`src/rtl/cic_pkg.sv`:
```
// Shared CIC helpers: ceiling log2, internal datapath width and FSM state encoding.
package cic_pkg;

  typedef enum logic {
    ST_IDLE = 1'b0,
    ST_EMIT = 1'b1
  } state_t;

  function automatic int unsigned clog2(input int unsigned v);
    int unsigned r;
    r = 0;
    for (int unsigned i = 0; i < 32; i++) begin
      if ((64'd1 << i) < 64'(v)) r = i + 1;
    end
    return r;
  endfunction

  // Worst-case bit growth of an N-stage interpolator at rate lmax, delay m.
  function automatic int unsigned cic_width(input int unsigned dw, input int unsigned n,
                                            input int unsigned lmax, input int unsigned m);
    return dw + n * clog2(lmax * m);
  endfunction

endpackage

```
`src/rtl/cic_comb_stage.sv`:
```
// One CIC comb section: y = x - x delayed by M accepted samples, W-bit wrap-around.
module cic_comb_stage #(
  parameter int unsigned W = 26,
  parameter int unsigned M = 1
) (
  input  logic         clk,
  input  logic         rst,
  input  logic         en,
  input  logic [W-1:0] x,
  output logic [W-1:0] y_c
);

  logic [W-1:0] dly_q [M];

  assign y_c = x - dly_q[M-1];

  // Delay line advances only when a new input sample is accepted.
  always_ff @(posedge clk or negedge rst) begin
    if (!rst) begin
      for (int i = 0; i < int'(M); i++) dly_q[i] <= '0;
    end else if (en) begin
      dly_q[0] <= x;
      for (int i = 1; i < int'(M); i++) dly_q[i] <= dly_q[i-1];
    end
  end

endmodule

```
`src/rtl/cic_interp_param.sv`:
```
// Parameterised CIC interpolator: comb chain at input rate, zero-stuffed integrators at output
// rate, arithmetic gain shift and saturation, ready/valid handshakes on both sides.
module cic_interp_param
  import cic_pkg::*;
#(
  parameter int unsigned DW   = 8,
  parameter int unsigned OW   = 8,
  parameter int unsigned N    = 3,
  parameter int unsigned M    = 1,
  parameter int unsigned LMAX = 64,
  parameter int unsigned LW   = 16
) (
  input  logic          clk,
  input  logic          rst,
  input  logic [LW-1:0] L,
  input  logic [5:0]    gain_shift,
  input  logic          in_valid,
  output logic          in_ready,
  input  logic [DW-1:0] d_in,
  output logic          out_valid,
  input  logic          out_ready,
  output logic [OW-1:0] d_out,
  output logic          sat
);

  localparam int unsigned W  = cic_width(DW, N, LMAX, M);
  localparam int unsigned PW = clog2(LMAX) + 1;
  localparam logic [PW-1:0] LMAX_P = PW'(LMAX);

  state_t               state_q, state_d;
  logic [PW-1:0]        phase_q, le_q, le_c;
  logic [W-1:0]         comb_q;
  logic [W-1:0]         comb_v [N+1];
  logic [N-1:0][W-1:0]  integ_q, integ_d;
  logic [W-1:0]         acc_c;
  logic signed [W-1:0]  shifted_c;
  logic [OW-1:0]        sat_val_c;
  logic                 step_c, last_c, accept_c, clip_c;

  // Comb chain, evaluated combinationally and captured into comb_q on acceptance.
  assign comb_v[0] = W'($signed(d_in));

  for (genvar g = 0; g < int'(N); g++) begin : g_comb
    cic_comb_stage #(.W(W), .M(M)) u_comb (
      .clk (clk),
      .rst (rst),
      .en  (accept_c),
      .x   (comb_v[g]),
      .y_c (comb_v[g+1])
    );
  end

  // Effective rate: 0 maps to 1, anything above LMAX clamps to LMAX.
  always_comb begin
    le_c = LMAX_P;
    if (L == '0) le_c = PW'(1);
    else if (32'(L) <= 32'(LMAX)) le_c = PW'(L);
  end

  assign last_c   = (phase_q == PW'(le_q - PW'(1)));
  assign step_c   = (state_q == ST_EMIT) && (!out_valid || out_ready);
  assign in_ready = (state_q == ST_IDLE) || (step_c && last_c);
  assign accept_c = in_valid && in_ready;

  always_ff @(posedge clk or negedge rst) begin
    if (!rst) state_q <= ST_IDLE;
    else      state_q <= state_d;
  end

  always_comb begin
    state_d = state_q;
    case (state_q)
      ST_IDLE: if (accept_c) state_d = ST_EMIT;
      ST_EMIT: if (step_c && last_c && !accept_c) state_d = ST_IDLE;
      default: state_d = ST_IDLE;
    endcase
  end

  // Integrator cascade: comb_q enters on phase 0 only, zeros otherwise.
  always_comb begin
    acc_c = (phase_q == '0) ? comb_q : '0;
    for (int i = 0; i < int'(N); i++) begin
      integ_d[i] = integ_q[i] + acc_c;
      acc_c      = integ_d[i];
    end
  end

  assign shifted_c = $signed(integ_d[N-1]) >>> gain_shift;

  if (W > OW) begin : g_clamp
    logic [W-OW:0] top_c;
    assign top_c = shifted_c[W-1:OW-1];
    always_comb begin
      clip_c    = 1'b0;
      sat_val_c = shifted_c[OW-1:0];
      if (shifted_c[W-1] && !(&top_c)) begin
        clip_c    = 1'b1;
        sat_val_c = {1'b1, {(OW-1){1'b0}}};
      end else if (!shifted_c[W-1] && (|top_c)) begin
        clip_c    = 1'b1;
        sat_val_c = {1'b0, {(OW-1){1'b1}}};
      end
    end
  end else begin : g_wide
    assign clip_c    = 1'b0;
    assign sat_val_c = OW'(shifted_c);
  end

  always_ff @(posedge clk or negedge rst) begin
    if (!rst) begin
      phase_q   <= '0;
      le_q      <= PW'(1);
      comb_q    <= '0;
      integ_q   <= '0;
      d_out     <= '0;
      out_valid <= 1'b0;
      sat       <= 1'b0;
    end else begin
      if (accept_c) begin
        comb_q <= comb_v[N];
        le_q   <= le_c;
      end
      if (step_c) begin
        integ_q   <= integ_d;
        d_out     <= sat_val_c;
        out_valid <= 1'b1;
        if (clip_c) sat <= 1'b1;
        phase_q   <= last_c ? '0 : PW'(phase_q + PW'(1));
      end else if (out_ready) begin
        out_valid <= 1'b0;
      end
    end
  end

endmodule

```
`config.mk`:
```
export PLATFORM = sky130hd
export DESIGN_NAME = cic_interp_param
export DESIGN_NICKNAME = d
export VERILOG_FILES = /design/src/rtl/cic_pkg.sv /design/src/rtl/cic_comb_stage.sv /design/src/rtl/cic_interp_param.sv
export SDC_FILE = /design/constraint.sdc
export NUM_CORES = 1
export LEC_CHECK = 0
export CORE_MARGIN = 2
export CORE_UTILIZATION = 36
export CTS_CLUSTER_SIZE = 25
export DETAILED_ROUTE_END_ITERATION = 16
export GPL_TIMING_DRIVEN = 0
export PLACE_DENSITY = 0.47
export SYNTH_ARGS = -nofsm -noshare
export SYNTH_HDL_FRONTEND = slang
export SYNTH_SLANG_ARGS = --single-unit
export TNS_END_PERCENT = 20
```
`constraint.sdc`:
```
create_clock -name clk -period 16.8 [get_ports clk]
set_input_delay 2.52 -clock clk [delete_from_list [all_inputs] [get_ports clk]]
set_output_delay 2.52 -clock clk [all_outputs]
set_load 0.05 [all_outputs]
```
After elaboration in Yosys (flattened, before gate mapping):

Cells that the tools add are included.

* bits in registers: 189

* add/sub/neg operators: 8
* magnitude comparators: 1
* eq/ne operators: 1
* shift-type cells: 1
* muxes and demuxes: 13
* bitwise operators: 1
* reduce and logical (&&, ||, !) cells: 18

Operators with widths (number)
* adder 26 bit: 3
* subtractor 26 bit: 2
* 2-to-1 mux 26 bit: 1
* >>> shifter 26 x 6 -> 26 bit: 1
* 2-to-1 mux 7 bit: 3
* AND reduction 19 bit: 1
* OR reduction 19 bit: 1
* <= comparator 16 x 7 -> 1 bit (second input constant): 1
* logical NOT 16 bit: 1
* 2-to-1 mux 8 bit: 2
* subtractor 8 x 8 -> 9 bit: 1
* adder 7 x 1 -> 7 bit (second input constant): 1
* equality test 7 bit: 1
* logical NOT 7 bit: 1
* subtractor 7 x 1 -> 7 bit (second input constant): 1
* logical AND 1 bit: 6
* 2-to-1 mux 1 bit: 6
* logical NOT 1 bit: 4
* logical OR 1 bit: 2
* case mux 1 bit (2 select lines): 1
* AND reduction 2 bit: 1
* nonzero test 2 bit: 1
* NOT 1 bit: 1

Logic depth before layout (Yosys ltp):

Gate-level depths: netlist of the first run.

* depth in word-level cells: 11
* mapped depth: 46

Modules after synthesis:

From an unflattened synthesis of the first run, not the netlist that was laid out.

* cells, all modules: 2339
* area, all modules: 18723.0 um2

Modules (own cells, without submodules)
* cic_interp_param: instances 1, cells an instance 1454, area an instance 11486.0 um2
* cic_comb_stage: instances 3, cells an instance 295, area an instance 2412.3 um2

Worst setup path before layout of the first run:

Ideal clock, no wire load.

* kind: register to register
* from: register phase_q[0]
* to: register d_out[0]
* library setup time: 0.126 ns
* arrival time: 8.614 ns
* data required time: 16.674 ns
* slack: 8.060 ns
* cell stages (with the launch flop): 42
* period minus slack after synthesis: 8.740 ns
* path through: dfrtp_1 > inv_1 > ha_1 > or4b_1 > nor3_4 > clkbuf_1 > and2_1 > ha_1 > a21o_1 > a21oi_1 > o21bai_1 > a21oi_1 > o21bai_1 > a21oi_1 > nor2b_1 > o31ai_1 > a2111oi_0 > o31ai_1 > (+6 left out) > nor2_1 > o21ai_0 > xnor2_1 > ha_1 > clkbuf_1 > a21o_1 > a211oi_1 > nor2b_1 > o211ai_1 > a21boi_1 > o22ai_1 > a221o_1 > mux2_2 > nor3_1 > o2111ai_1 > o41ai_1 > a21oi_1 > a221o_1

RTL lines
* start, declared: line cic_interp_param.sv:31 `logic [PW-1:0] phase_q, le_q, le_c;`
* start signal, assigned: line cic_interp_param.sv:128 `phase_q <= last_c ? '0 : PW'(phase_q + PW'(1));`
* end signal, assigned: line cic_interp_param.sv:125 `d_out <= sat_val_c;`
* end, declared: line cic_interp_param.sv:22 `output logic [OW-1:0] d_out,`

==> summary.txt, run 1 <==
status -> finished clean
hold buffers post-CTS -> 0
initial antenna violation count -> 0
fmax -> 86.9 MHz
clk slew on worst S/H paths -> 0.07 ns
Hold WC Path Type -> reg -> reg
Routed WL -> 41300 um
FF-to-FF End -> d_out[3]
Hold Slack -> 0.470 ns
Worst Path Arrival -> 11.86 ns
Post-DP HPWL -> 32600 um
HP Start -> comb_q[5]
Initial DRC Count -> 581
CP Class -> reg -> reg
# clock sinks -> 171
Via Count -> 12500
yosys warns -> 0
Main synth FF type -> dfrtp_1
all-layer global routing usage -> 20.5%
reg2reg start -> phase_q[0]
Cell Area, Synth -> 0.0144 mm2
first-pass GRT wire length -> 67500 um
antenna cells -> 0
Vert. Die Dim -> 204 um
starting density of the core -> 36.4%
Slew Viols, Final -> 0
Post-synth EDFFs -> 0
site row count -> 73
Hold Fails Final Rpt -> 0
DRC -> 0
CTS root buf -> clkbuf_16
max incr delay on CP -> 0.89 ns
post-CTS setup buffers -> 0
total grt overflow -> 0
WL/cell -> 17.6 um
final worst path period need -> 11.51 ns
Synth cell types -> 88
RSZ-0062 raised after global routing -> no
max-cap violations -> 0
Rel. slew slack -> 20.8%
Crit path top cell by count -> a21oi_1
Startpoint Class -> register
Final #Nets -> 1976
IO buf count -> 42
Num CTS Buffers -> 17
Final Skew -> 0.0107 ns
Crit-path slowest cell -> a21boi_1
worst-path maximum fanout -> 10
sequential fraction of the synthesis area -> 29.7%
IO Count -> 45
latest clock arrival within the worst-skew pair -> 0.46 ns
ys async rst share -> 100%
GPL Wtd Cong -> 0.885
die width -> 204 um
worst reg2reg setup slack -> 5.29 ns
post-detailed-route count of antenna-violating nets -> 0
filler instances -> 4150
core region area -> 0.0396 mm2
pin count of the biggest net entering global routing -> 94
Worst setup EP type -> register
worst r2r path cells -> 41
die area -> 0.0417 mm2
DR vias/cell -> 5.31
worst path required time -> 17.15 ns
worst-margin pin slew -> 1.18 ns
synthesis-stage register bit count -> 171
Area Growth Syn to Fin -> 11.5%
setup TNS -> 0 ns
Clock Tree Buf Depth -> 2
cells after synthesis -> 1747
vias in the first global route -> 12600
crit path launch -> phase_q[0]
share of cells above drive strength 1 -> 5.32%
syn_nets -> 1914
H-Tree Depth -> 4
Avg Cell Area, Syn -> 8.25 um2
TritonCTS clock tree -> done
Tcrit/Tclk final -> 68.5%
CP endpoint -> d_out[3]
final setup vio count -> 0
1st-pass router iterations -> 4
post-CTS sizing -> 0
==> layout make-up <==
cell class	instances	area, um2	share of cell area, %
sequential	171	4280	26.6
buffer	74	283	1.76
multi-input combinational	1419	9540	59.3
clock inverter	12	106	0.661
timing repair buffer	43	453	2.82
tap	525	657	4.08
clock buffer	20	447	2.78
inverter	83	312	1.94
==> state kept, by name, summed over array words and instances (netlist names) <==
signal,cells
comb_q,26
d_out,8
g_comb.u_comb.dly_q,42
integ_q,78
le_q,7
out_valid,1
phase_q,7
sat,1
state_q,1
==> cells in the final DEF, fill, tap and decap left out, types with 16 or more instances in the layout <==
cell             instances
nand2_1                311
dfrtp_1                170
o21ai_0                140
ha_1                   125
a21oi_1                100
nor2_1                  96
inv_1                   81
xnor2_1                 67
clkbuf_1                63
a21o_1                  56
xor2_1                  45
clkdlybuf4s50_1         41
nor3_1                  39
and2_1                  36
nand3_1                 29
nand2b_1                27
a211oi_1                27
mux2_2                  21
o21a_1                  20
a21boi_0                19
o21bai_1                17
clkbuf_16               17
mux2i_1                 16
==> per-stage QoR <==
stage	utilization (%)	setup WS, ns	std cells	cell area [um2]
after floorplan	-	8.06	1747	14400
after global placement	39.1	5.21	2314	15500
after detailed placement	39.2	5.42	2315	15500
after CTS	40.6	5.41	2347	16100
after global routing	40.6	4.28	2347	16100
final	40.6	5.29	2347	16100
==> synthesized netlist by cell type, types with 29 or more instances <==
cell      instances  share of area [%]
nand2_1         311                8.1
dfrtp_1         170                 30
o21ai_0         140                4.9
ha_1            125                 11
a21oi_1         100                3.5
nor2_1           96                2.5
inv_1            81                2.1
xnor2_1          67                4.1
clkbuf_1         61                1.6
a21o_1           56                2.9
xor2_1           45                2.7
nor3_1           39                1.4
and2_1           36                1.6
nand3_1          29                1.0
==> logic make-up after synthesis <==
logic type                 Yosys count  synth area share [%]
xor gates and xnor gates           115                  7.22
DFF                                171                  29.7
and+or+nand+nor                    613                  19.3
AOI/OAI and AO/OA                  511                  23.4
muxes                               47                  4.31
adders and majority gates          133                  12.0
buffers and inverters              157                  4.12
==> how the worst min path moves through the flow <==
stage / endpoint / cells past startpoint
floorplan: comb_q[1] / 2
global placement: comb_q[4] / 2
finish: comb_q[5] / 2
CTS: comb_q[5] / 2
global route: comb_q[13] / 2
detailed placement: comb_q[5] / 2
==> critical path, delay by kind of cell, from the launching register on <==
| family | cells | cell delay [ns] |
|---|---|---|
| buffers and inverters | 3 | 0.62 |
| XOR/XNOR | 2 | 0.59 |
| AND/OR/NAND/NOR | 9 | 1.90 |
| multiplexers | 1 | 0.37 |
| AO/OA/AOI/OAI | 22 | 6.36 |
| adder cells (fa/ha/maj) | 4 | 1.10 |
| flip-flops | 1 | 0.44 |
==> routing by layer <==
layer | wire length (um) | global-route usage (%) | vias to the layer above | share of wire, %
met4 | 1010 | 6.75 | 0 | 2.4
met2 | 19900 | 35.6 | 190 | 48
li1 | - | - | 6361 | -
met3 | 1170 | 3.14 | 48 | 2.8
met1 | 19200 | 26.1 | 5860 | 47
met5 | 0 | 0 | - | 0
Power of run 1 is left out: the tool's default activity adds up to more than one toggle a clock period on the data nets, which glitch-free logic cannot reach.
==> run 2: changes to the inputs <==
Clock period 16.8 ns to 11.4 ns, I/O delays scaled along.
==> summary.txt, run 2 (synthesized netlist as in run 1, its figures left out) <==
IO Count -> 45 (unchanged)
reg2reg start -> phase_q[0] (unchanged)
Startpoint Class -> register (unchanged)
Worst setup EP type -> register (unchanged)
DRC -> 0 (unchanged)
Initial DRC Count -> 600 (was 581)
latest clock arrival within the worst-skew pair -> 0.46 ns (about the same)
Hold Fails Final Rpt -> 0 (unchanged)
post-detailed-route count of antenna-violating nets -> 0 (unchanged)
site row count -> 73 (unchanged)
Num CTS Buffers -> 17 (unchanged)
Crit path top cell by count -> a21oi_1 (unchanged)
first-pass GRT wire length -> 67500 um (unchanged)
TritonCTS clock tree -> done (unchanged)
Crit-path slowest cell -> xnor2_1 (was a21boi_1)
Routed WL -> 41300 um (about the same)
Vert. Die Dim -> 204 um (unchanged)
max-cap violations -> 0 (unchanged)
max incr delay on CP -> 0.56 ns (was 0.89 ns)
most frequent cells in the layout -> nand2_1 (311), dfrtp_1 (170), o21ai_0 (139) (was nand2_1 (311), dfrtp_1 (170), o21ai_0 (140))
status -> finished clean (unchanged)
worst path bufs/invs -> 3 (unchanged)
Final Skew -> 0.0122 ns (was 0.0107 ns)
Via Count -> 12500 (about the same)
Rel. slew slack -> 24.7% (was 20.8%)
HP Start -> comb_q[5] (unchanged)
vias in the first global route -> 12600 (unchanged)
hold buffers post-CTS -> 0 (unchanged)
worst-path maximum fanout -> 10 (unchanged)
worst reg2reg setup slack -> 0.90 ns (was 5.29 ns)
final setup vio count -> 0 (unchanged)
hold path depth -> 2 (unchanged)
H-Tree Depth -> 4 (unchanged)
worst path required time -> 11.75 ns (was 17.15 ns)
Regs by FF count -> integ_q: 78 flops, g_comb.u_comb.dly_q: 42 flops, comb_q: 26 flops (unchanged)
Hold WC Path Type -> reg -> reg (unchanged)
FF-to-FF End -> d_out[3] (unchanged)
all-layer global routing usage -> 20.5% (unchanged)
Slew Viols, Final -> 0 (unchanged)
Final Core Density -> 40.7% (was 40.6%)
Post-Layout Cell Count -> 2349 (was 2347)
IO buf count -> 42 (unchanged)
Worst Path Arrival -> 10.85 ns (was 11.86 ns)
# clock sinks -> 171 (unchanged)
share of cells above drive strength 1 -> 5.59% (was 5.32%)
Area Growth Syn to Fin -> 11.8% (was 11.5%)
die area -> 0.0417 mm2 (unchanged)
CP top delay family -> compound AO/OA/AOI/OAI gates (unchanged)
largest reg by FF count -> integ_q (unchanged)
clk slew on worst S/H paths -> 0.07 ns (about the same)
CTS root buf -> clkbuf_16 (unchanged)
setup TNS -> 0 ns (unchanged)
worst r2r path cells -> 41 (unchanged)
hold path endpoint -> comb_q[5] (unchanged)
WL/cell -> 17.6 um (about the same)
max reg flops -> 78 (unchanged)
DR vias/cell -> 5.31 (about the same)
Clock Tree Buf Depth -> 2 (unchanged)
initial antenna violation count -> 0 (unchanged)
die width -> 204 um (unchanged)
antenna cells -> 0 (unchanged)
pin count of the biggest net entering global routing -> 94 (unchanged)
starting density of the core -> 36.4% (unchanged)
Post-DP HPWL -> 32600 um (unchanged)
dpl cells -> 2315 (unchanged)
Tcrit/Tclk final -> 92.1% (was 68.5%)
final worst path period need -> 10.50 ns (was 11.51 ns)
filler instances -> 4145 (was 4150)
GPL Wtd Cong -> 0.885 (unchanged)
CP Class -> reg -> reg (unchanged)
commonest non-fill, non-tap cell in the layout -> nand2_1 (unchanged)
fmax -> 95.2 MHz (was 86.9 MHz)
core region area -> 0.0396 mm2 (unchanged)
Final #Nets -> 1978 (was 1976)
1st-pass router iterations -> 5 (was 4)
worst-margin pin slew -> 1.12 ns (was 1.18 ns)
total grt overflow -> 0 (unchanged)
==> run 2: changes by cell type in the layout (fill, tap and decap cells not counted), sizes merged <==
cell / change
buf: +2
==> run 2: layer usage <==
metal	track usage (%)	up-vias	part of all wire, %
li1	-	6365	-
met1	26.1	5871	46
met2	35.6	188	48
met3	3.14	45	3.0
met4	6.75	0	2.4
met5	0	-	0
==> run 2: cell type report <==
type | count | area, um2 | share of cell area, %
buffer | 74 | 283 | 1.75
clock buffer | 20 | 447 | 2.77
clock inverter | 12 | 106 | 0.660
inverter | 83 | 312 | 1.93
multi-input combinational | 1419 | 9570 | 59.4
sequential | 171 | 4280 | 26.6
tap | 525 | 657 | 4.07
timing repair buffer | 45 | 468 | 2.90
==> run 2: how the worst max path moves through the flow <==
| stage | from | depth (start not counted) | end |
|---|---|---|---|
| after floorplan | phase_q[0] | 41 | d_out[0] |
| after global placement | phase_q[0] | 41 | d_out[6] |
| after detailed placement | phase_q[0] | 41 | d_out[3] |
| after CTS | phase_q[0] | 41 | d_out[3] |
| after global routing | phase_q[0] | 41 | d_out[2] |
| final | phase_q[0] | 41 | d_out[3] |
==> run 2: through the flow <==
| stage | hold slack, ns | setup slack, ns | cell area [um2] |
|---|---|---|---|
| 2_1_floorplan | 0.437 | 2.66 | 14400 |
| 3_3_place_gp | 0.456 | -0.0707 | 15500 |
| 3_5_place_dp | 0.465 | 0.0189 | 15500 |
| 4_1_cts | 0.482 | 0.00748 | 16100 |
| 5_1_grt | 0.493 | -0.0144 | 16100 |
| 6_report | 0.469 | 0.896 | 16100 |
==> run 2: worst reg2reg max path: cells and delay by family (launching register included) <==
family	cells	cell delay [ns]
buffers and inverters	3	0.48
AND/OR/NAND/NOR	8	1.73
multiplexers	2	0.61
AO/OA/AOI/OAI	21	4.99
XOR/XNOR	3	1.04
flip-flops	1	0.44
adder cells (fa/ha/maj)	4	1.15
==> run 2: repair_timing <==
| item | CTS | global route |
|---|---|---|
| buffers inserted | 0 | 2 |
| gates resized for setup | 0 | 5 |
| endpoints found under the hold margin | 0 | 0 |
| setup endpoints to repair | 0 | 8 |
Power of run 2 is left out for the same reason.
